==> src/rtl/bitty_pkg.sv <==
// bitty_pkg: shared types and encodings for the bitty execution unit.
// Opcode and FSM state enums, compare_result encodings, and the helper
// that packs a greater/less pair into a compare code.
package bitty_pkg;

  typedef enum logic [2:0] {
    OP_ADD = 3'b000,
    OP_SUB = 3'b001,
    OP_XOR = 3'b010,
    OP_AND = 3'b011,
    OP_SHL = 3'b100,
    OP_SHR = 3'b101,
    OP_LDI = 3'b110,
    OP_CMP = 3'b111
  } opcode_e;

  typedef enum logic [1:0] {
    ST_IDLE = 2'b00,
    ST_EXEC = 2'b01,
    ST_DONE = 2'b10
  } state_e;

  localparam logic [1:0] CMP_EQ = 2'b00;
  localparam logic [1:0] CMP_GT = 2'b01;
  localparam logic [1:0] CMP_LT = 2'b10;

  // Immediate field width and execute-counter width (EXEC_CYCLES <= 15).
  localparam int unsigned IMM_W = 7;
  localparam int unsigned CNT_W = 4;

  // Greater wins over less; neither means equal.
  function automatic logic [1:0] cmp_encode(input logic gt, input logic lt);
    logic [1:0] code;
    if (gt) begin
      code = CMP_GT;
    end else if (lt) begin
      code = CMP_LT;
    end else begin
      code = CMP_EQ;
    end
    return code;
  endfunction

endpackage

==> src/rtl/bitty_alu.sv <==
// bitty_alu: purely combinational opcode datapath for bitty_exec_unit.
// a is the rd operand, b the rs operand. carry is meaningful for ADD
// (carry-out) and SUB (unsigned borrow) only; cmp is always computed and
// the caller decides which opcode commits it.
// Build option: BITTY_SIGNED_CMP_EN selects a two's-complement compare;
// without it the compare is unsigned.
module bitty_alu
  import bitty_pkg::*;
#(
  parameter int DATA_W = 16
) (
  input  opcode_e           opcode,
  input  logic [DATA_W-1:0] a,
  input  logic [DATA_W-1:0] b,
  input  logic [IMM_W-1:0]  imm,
  output logic [DATA_W-1:0] value,
  output logic              carry,
  output logic [1:0]        cmp
);

  logic gt_s;
  logic lt_s;

`ifdef BITTY_SIGNED_CMP_EN
  assign gt_s = ($signed(a) > $signed(b));
  assign lt_s = ($signed(a) < $signed(b));
`else
  assign gt_s = (a > b);
  assign lt_s = (a < b);
`endif

  assign cmp = cmp_encode(gt_s, lt_s);

  // Opcode decode: produce the truncated result and the ADD/SUB carry flag.
  always_comb begin
    value = '0;
    carry = 1'b0;
    case (opcode)
      OP_ADD: begin
        {carry, value} = {1'b0, a} + {1'b0, b};
      end
      OP_SUB: begin
        value = a - b;
        carry = (a < b);
      end
      OP_XOR: begin
        value = a ^ b;
      end
      OP_AND: begin
        value = a & b;
      end
      OP_SHL: begin
        value = {a[DATA_W-2:0], 1'b0};
      end
      OP_SHR: begin
        value = {1'b0, a[DATA_W-1:1]};
      end
      OP_LDI: begin
        value = {{(DATA_W-IMM_W){1'b0}}, imm};
      end
      OP_CMP: begin
        value = a;
      end
      default: begin
        value = '0;
        carry = 1'b0;
      end
    endcase
  end

endmodule

==> src/rtl/bitty_exec_unit.sv <==
// bitty_exec_unit: multi-cycle single-issue execution unit with a small
// register file. An instruction is accepted in IDLE, operands are latched
// at acceptance, the unit waits EXEC_CYCLES clocks, then commits result,
// flags and writeback together with a one-cycle done pulse.
// Build option: BITTY_SIGNED_CMP_EN (signed CMP, handled in bitty_alu).
module bitty_exec_unit
  import bitty_pkg::*;
#(
  parameter int DATA_W      = 16,
  parameter int NUM_REGS    = 4,
  parameter int EXEC_CYCLES = 4,
  localparam int IDX_W      = $clog2(NUM_REGS)
) (
  input  logic              clk,
  input  logic              reset,
  input  logic              instr_valid,
  output logic              instr_ready,
  input  logic [15:0]       instruction,
  output logic [DATA_W-1:0] result,
  output logic              done,
  output logic [1:0]        compare_result,
  output logic              carry,
  input  logic [IDX_W-1:0]  dbg_addr,
  output logic [DATA_W-1:0] dbg_data
);

  localparam logic [CNT_W-1:0] CNT_LOAD = CNT_W'(EXEC_CYCLES - 1);

  state_e            state_q;
  logic [CNT_W-1:0]  cnt_q;
  opcode_e           op_q;
  logic [IDX_W-1:0]  rd_q;
  logic [IMM_W-1:0]  imm_q;
  logic [DATA_W-1:0] a_q;
  logic [DATA_W-1:0] b_q;
  logic [DATA_W-1:0] result_q;
  logic              done_q;
  logic              carry_q;
  logic [1:0]        cmp_q;
  logic [DATA_W-1:0] regs_q [NUM_REGS];

  opcode_e           op_d;
  logic [IDX_W-1:0]  rd_idx_d;
  logic [IDX_W-1:0]  rs_idx_d;
  logic [DATA_W-1:0] alu_value_d;
  logic              alu_carry_d;
  logic [1:0]        alu_cmp_d;
  logic              instr_unused;

  // Field decode of the offered instruction; only the low index bits matter.
  assign op_d         = opcode_e'(instruction[2:0]);
  assign rd_idx_d     = instruction[3 +: IDX_W];
  assign rs_idx_d     = instruction[6 +: IDX_W];
  assign instr_unused = ^instruction;

  bitty_alu #(
    .DATA_W (DATA_W)
  ) u_alu (
    .opcode (op_q),
    .a      (a_q),
    .b      (b_q),
    .imm    (imm_q),
    .value  (alu_value_d),
    .carry  (alu_carry_d),
    .cmp    (alu_cmp_d)
  );

  // Control FSM, operand latch, commit of result/flags and register writeback.
  always_ff @(posedge clk) begin
    if (reset) begin
      state_q  <= ST_IDLE;
      cnt_q    <= '0;
      op_q     <= OP_ADD;
      rd_q     <= '0;
      imm_q    <= '0;
      a_q      <= '0;
      b_q      <= '0;
      result_q <= '0;
      done_q   <= 1'b0;
      carry_q  <= 1'b0;
      cmp_q    <= CMP_EQ;
      for (int i = 0; i < NUM_REGS; i++) begin
        regs_q[i] <= '0;
      end
    end else begin
      case (state_q)
        ST_IDLE: begin
          done_q <= 1'b0;
          if (instr_valid) begin
            op_q    <= op_d;
            rd_q    <= rd_idx_d;
            imm_q   <= instruction[15:9];
            a_q     <= regs_q[rd_idx_d];
            b_q     <= regs_q[rs_idx_d];
            cnt_q   <= CNT_LOAD;
            state_q <= ST_EXEC;
          end else begin
            state_q <= ST_IDLE;
          end
        end
        ST_EXEC: begin
          if (cnt_q != '0) begin
            cnt_q <= cnt_q - 4'd1;
          end else begin
            // Commit point: everything becomes visible together.
            result_q <= alu_value_d;
            done_q   <= 1'b1;
            state_q  <= ST_DONE;
            if (op_q != OP_CMP) begin
              regs_q[rd_q] <= alu_value_d;
            end
            if ((op_q == OP_ADD) || (op_q == OP_SUB)) begin
              carry_q <= alu_carry_d;
            end
            if (op_q == OP_CMP) begin
              cmp_q <= alu_cmp_d;
            end
          end
        end
        ST_DONE: begin
          done_q  <= 1'b0;
          state_q <= ST_IDLE;
        end
        default: begin
          done_q  <= 1'b0;
          state_q <= ST_IDLE;
        end
      endcase
    end
  end

  assign instr_ready    = (state_q == ST_IDLE);
  assign result         = result_q;
  assign done           = done_q;
  assign carry          = carry_q;
  assign compare_result = cmp_q;
  assign dbg_data       = regs_q[dbg_addr];

endmodule
==> config.mk <==
export PLATFORM = sky130hd
export DESIGN_NAME = bitty_exec_unit
export DESIGN_NICKNAME = d
export VERILOG_FILES = /design/src/rtl/bitty_pkg.sv /design/src/rtl/bitty_alu.sv /design/src/rtl/bitty_exec_unit.sv
export SDC_FILE = /design/constraint.sdc
export NUM_CORES = 1
export LEC_CHECK = 0
export CAP_MARGIN = 0
export CORE_MARGIN = 2
export CORE_UTILIZATION = 35
export CTS_BUF_LIST = sky130_fd_sc_hd__clkbuf_2
export DETAILED_ROUTE_END_ITERATION = 6
export PLACE_DENSITY = 0.61
export SLEW_MARGIN = 10
export SYNTH_ARGS = -nofsm -noshare
export SYNTH_HDL_FRONTEND = slang
export SYNTH_SLANG_ARGS = --single-unit
==> constraint.sdc <==
create_clock -name clk -period 2.9 [get_ports clk]
set_input_delay 0.29 -clock clk [delete_from_list [all_inputs] [get_ports clk]]
set_output_delay 0.29 -clock clk [all_outputs]
set_load 0.02 [all_outputs]
Word level (Yosys, flattened, before mapping)
Memory sizes are Yosys's and may differ from the RTL's. A register that Yosys moved wholly into a read port is not among the register bits.
Index checks and enable logic that the tools add are counted.
{ "totals": {"n_memories": 1, "mem_bits_rw": 64, "latchBits": 0, "word_cells": 63, "rom_bits": 0, "register_bits": 38} }
{ "classes": {"shifts": 0, "order_cmp": 2, "bitwise": 4, "mul": 0, "n_eq_ne": 12, "add_sub_neg": 3, "n_mux": 20, "div": 0, "n_reduce_logical": 12} }
{ "memory_table": {"columns": ["name", "words", "width", "read_ports", "rd_ports_with_merged_regs", "wr", "line_no", "rtl"], "rows": [
  ["regs_q", 4, 16, 3, 2, 4, "bitty_exec_unit.sv:40", "logic [DATA_W-1:0] regs_q [NUM_REGS];"]
]} }
{ "op_table": {"columns": ["cell", "n"], "rows": [
  ["$pmux 16 s8", 1],
  ["$add 16x16->17", 1],
  ["$and 16x16->16", 1],
  ["$gt 16x16->1", 1],
  ["$lt 16x16->1", 1],
  ["$mux 16", 1],
  ["$reduce_or 16->1", 1],
  ["$sub 16x16->16", 1],
  ["$xor 16x16->16", 1],
  ["$eq 3x3->1 const B", 4],
  ["$mux 1", 9],
  ["$reduce_and 3->1", 3],
  ["$mux 2", 4],
  ["$mux 4", 2],
  ["$pmux 4 s2", 1],
  ["$eq 3x2->1 const B", 2],
  ["$ne 2x2->1 const B", 3],
  ["$pmux 2 s2", 1],
  ["$reduce_and 2->1", 2],
  ["$reduce_bool 4->1", 1],
  ["$sub 4x1->4 const B", 1],
  ["$eq 3x1->1 const B", 1],
  ["$logic_not 3->1", 1],
  ["$ne 3x3->1 const B", 1],
  ["other kinds (7)", 8]
]} }

Depth between registers and ports, before layout
{ "logic_depth": {"ltp_word": 8, "ltp_mapped": 10, "depth_no_buf": 9} }

By module
Synthesis repeated with hierarchy kept, for this count alone.
{ "unflattened": {"cells_unflattened": 926, "hier_area_um2": 8844.7} }
{ "modules_own_cells": {"columns": ["mod", "seq_area_each_um2", "instances", "area_each_um2", "cells_each"], "rows": [
  ["bitty_exec_unit", 3323.2, 1, 6246.0, 531],
  ["bitty_alu", 0.0, 1, 2598.7, 395]
]} }

Worst setup path before layout
No wires, ideal clock.
{ "synth_path": {"path_kind": "flip-flop to flip-flop", "start": "register b_q[0], read port of regs_q", "end": "memory regs_q[0][6], data pin", "arrival_time_ps": 2376, "path_buffers": 0, "required_ps": 2623, "synth_period_minus_slack_ps": 2653, "path_slack_ps": 247, "stages_incl_launch_ff": 10, "path_cell_list": "dfxtp_1 -> ha_1 -> inv_1 -> fa_1 -> o21ba_2 -> nor4_4 -> nor3_1 -> a221o_1 -> a222oi_1 -> nor2_1"} }
{ "synth_lines": {"columns": ["element", "line_no", "rtl"], "rows": [
  ["from (decl)", "bitty_exec_unit.sv:35", "logic [DATA_W-1:0] b_q;"],
  ["to (decl)", "bitty_exec_unit.sv:40", null]
]} }

==> flow_summary.yaml <==
clocking:
  cts_num_sinks: 134
  insertion_delay_ns: 0.74
  clk_pin_slew_ns: 0.28
  cts_made_buffers: 17
  tritoncts: "built"
  clockBufferDepth: 2
  cts_max_level: 4
  root_buffer: "clkbuf_2"
die:
  dieArea_um2: 26600
  ios: 58
  core_region_area_um2: 25000
  die_h_um: 163
  rows: 58
  dieWidth_um: 163
  start_util: 0.354
synth:
  ys_warn_count: 0
  async_flop_share: 0
  syn_avg_cell_area_um2: 9.33
  synth_seq_area_share: 0.375
  syn_inst: 949
  synthTopCellsByArea: "edfxtp_1 (22%), dfxtp_1 (16%), mux4_2 (12%)"
  synth_edf_count: 64
  yosysUniqueCellTypes: 80
  synth_top_area_cell: "edfxtp_1"
  synth-seq-cells: 134
  synth_top_area_frac: 0.217
  synth_fp_nets: 1006
  syn_area_um2: 8850
  synth_ff_type: "dfxtp_1"
routing:
  first_pass_iters: 5
  drtIter0Drc: 666
  route.detailed.wl_per_inst_um: 20.8
  vias: 8006
  vias_per_cell: 5.77
  routed_wirelength_um: 28900
  route.detailed.drc: 0
  antenna_left: 0
power:
  power_w: 0.00514
  pwr-share-clk: 0.258
  power.switching_w: 0.00187
  leakage_nw: 3.88
  p_int_w: 0.00327
  cellPowerDensity_nw_per_um2: 486
  switching_share: 0.365
  p_comb_frac: 0.318
  ir_drop_mv: 0.307
  pwr-share-seq: 0.425
sta:
  fmax_mhz: 350
  maxSlewHeadroom: 0.263
  hold_violations: 0
  setup_viol: 0
  hold_ws_ns: 0.0741
  finalMaxSlewViolations: 0
  min_period_over_period: 0.987
  min_period_ns: 2.86
  fin_worst_skew_ns: 0.0610
  worst_slew_pin_slew_ns: 1.10
  fin_ws_ns: 0.0390
  finalSetupTns_ns: 0
place:
  pre_cts_slack_ns: -0.0170
  gp_congestion: 1.00
  portBuffers: 55
  place_area_um2: 10200
  dpl.hpwl_um: 20500
global_routing:
  grt_pass1_vias: 7619
  grt_max_degree: 70
  grt_pass1_wl_um: 44000
  grt_overflow: 0
  grt_use_total: 0.219
  antenna_found_initial: 1
worst_setup_path:
  start_kind: "flip-flop"
  max_stage_delay_ns: 0.43
  worstSetupPathType: "reg2reg"
  path_cells: "ha_4 -> inv_1 -> fa_2 -> o21ba_2 -> nor4_4 -> o311ai_0 -> and3_1 -> o32ai_1 -> buf_4 -> a21oi_1"
  critPathMaxFanout: 5
  crit_buf_inv: 2
  cp-end-kind: "flip-flop"
  crit_family: "compound AO/OA/AOI/OAI gates"
  cp.required_ns: 3.36
  slowest_stage: "dfxtp_4"
  worstPathArrival_ns: 3.32
worst_hold_path:
  hp-class: "in2reg"
layout:
  mostFrequentLayoutCells: "nand2_1 (123), a21oi_1 (114), buf_4 (89)"
  nets: 1100
  fin_area_um2: 10600
  layout_commonest_cell: "nand2_1"
  syn2layout_area_growth_pct: 19.4
  drive_above_1_share: 0.194
job:
  cap_violations: 0
outcome:
  status: "finished clean"
## cells in the mapped netlist (all sizes together) (4+ instances only)
master,n
nand2,124
a21oi,114
nor2,85
dfxtp,70
edfxtp,64
mux4,49
clkbuf,47
inv,36
ha,34
o21ai,32
buf,30
nor3,30
a211oi,15
nor2b,14
nand3,13
nand2b,12
o31ai,12
mux2i,10
nor4,10
or3,9
a311oi,7
a21o,6
a31oi,6
nand3b,6
o21a,6
mux2,5
a21boi,4
a221oi,4
a22oi,4
and3,4
nor3b,4
o21ba,4
o311ai,4
xnor2,4
## kinds of logic (layout without fill, tap and decap cells)
group	count (synthesis)	after routing	share of synthesized area
and+or+nand+nor	326	326	0.172
other	0	1	0
adders and majority gates	37	37	0.0537
buffers and inverters	114	221	0.0527
xor gates and xnor gates	5	5	0.00495
AOI/OAI and AO/OA	269	269	0.199
DFF	134	134	0.375
muxes	64	64	0.142
## worst reg2reg max path: stages (launching register included)
cell      delay, ns
dfxtp_4        0.43
ha_4           0.14
inv_1          0.05
fa_2           0.36
o21ba_2        0.24
nor4_4         0.29
o311ai_0       0.21
and3_1         0.22
o32ai_1        0.40
buf_4          0.21
a21oi_1        0.08
## power by group through the flow
stage                     clock, W  sequential, W  combinational [W]
after floorplan                  0        0.00222           0.000960
after global placement           0        0.00222            0.00160
after detailed placement         0        0.00222            0.00160
after CTS                  0.00135        0.00218            0.00162
after global routing       0.00143        0.00220            0.00176
final                      0.00132        0.00218            0.00163
## state kept, by name, indices dropped and copies added, names as in the netlist, 3 cells and up
register  cells
regs_q       64
a_q          16
b_q          16
result       16
imm_q         7
cnt_q         4
op_q          3
## worst paths after layout
kind / depth (start not counted) / to / slack, ns / startpoint
worst max-delay path: 10 / regs_q[2][8] / 0.04 / a_q[0]
worst min register to register: 2 / imm_q[1] / 0.48 / imm_q[1]
worst min-delay path: 3 / op_q[1] / 0.07 / instruction[1]
worst max register to register: 10 / regs_q[2][8] / 0.04 / a_q[0]
## routing by layer
layer,routed length (µm),vias up,part of all wire,track usage
met1,12700,3924,0.44,0.297
met2,13800,315,0.48,0.361
li1,-,3727,-,-
met3,1770,40,0.061,0.0345
met5,0,-,0,0
met4,682,0,0.024,0.0684
## what timing repair did
item / in CTS / in global routing
gates resized for setup: 1 / 9
hold buffers: 6 / 0
pin swaps: 1 / 0
cloned: 0 / 0
setup endpoints to repair: 6 / 19
endpoints found under the hold margin: 9 / 0
buffers inserted: 0 / 0
## area by class of cell
cell class,count,area (µm²)
sequential,134,3330
multi-input combinational,701,5100
tap,330,413
clock inverter,15,191
inverter,37,139
timing repair buffer,152,1310
antenna,1,2.50
clock buffer,17,85.1
fill,2507,14500
## through the flow
step / std cells / util
floorplan: 949 / -
global placement: 1348 / 0.407
global route: 1387 / 0.422
detailed placement: 1348 / 0.407
CTS: 1386 / 0.421
finish: 1387 / 0.422
No activity file was read; power rests on OpenSTA's default activity.
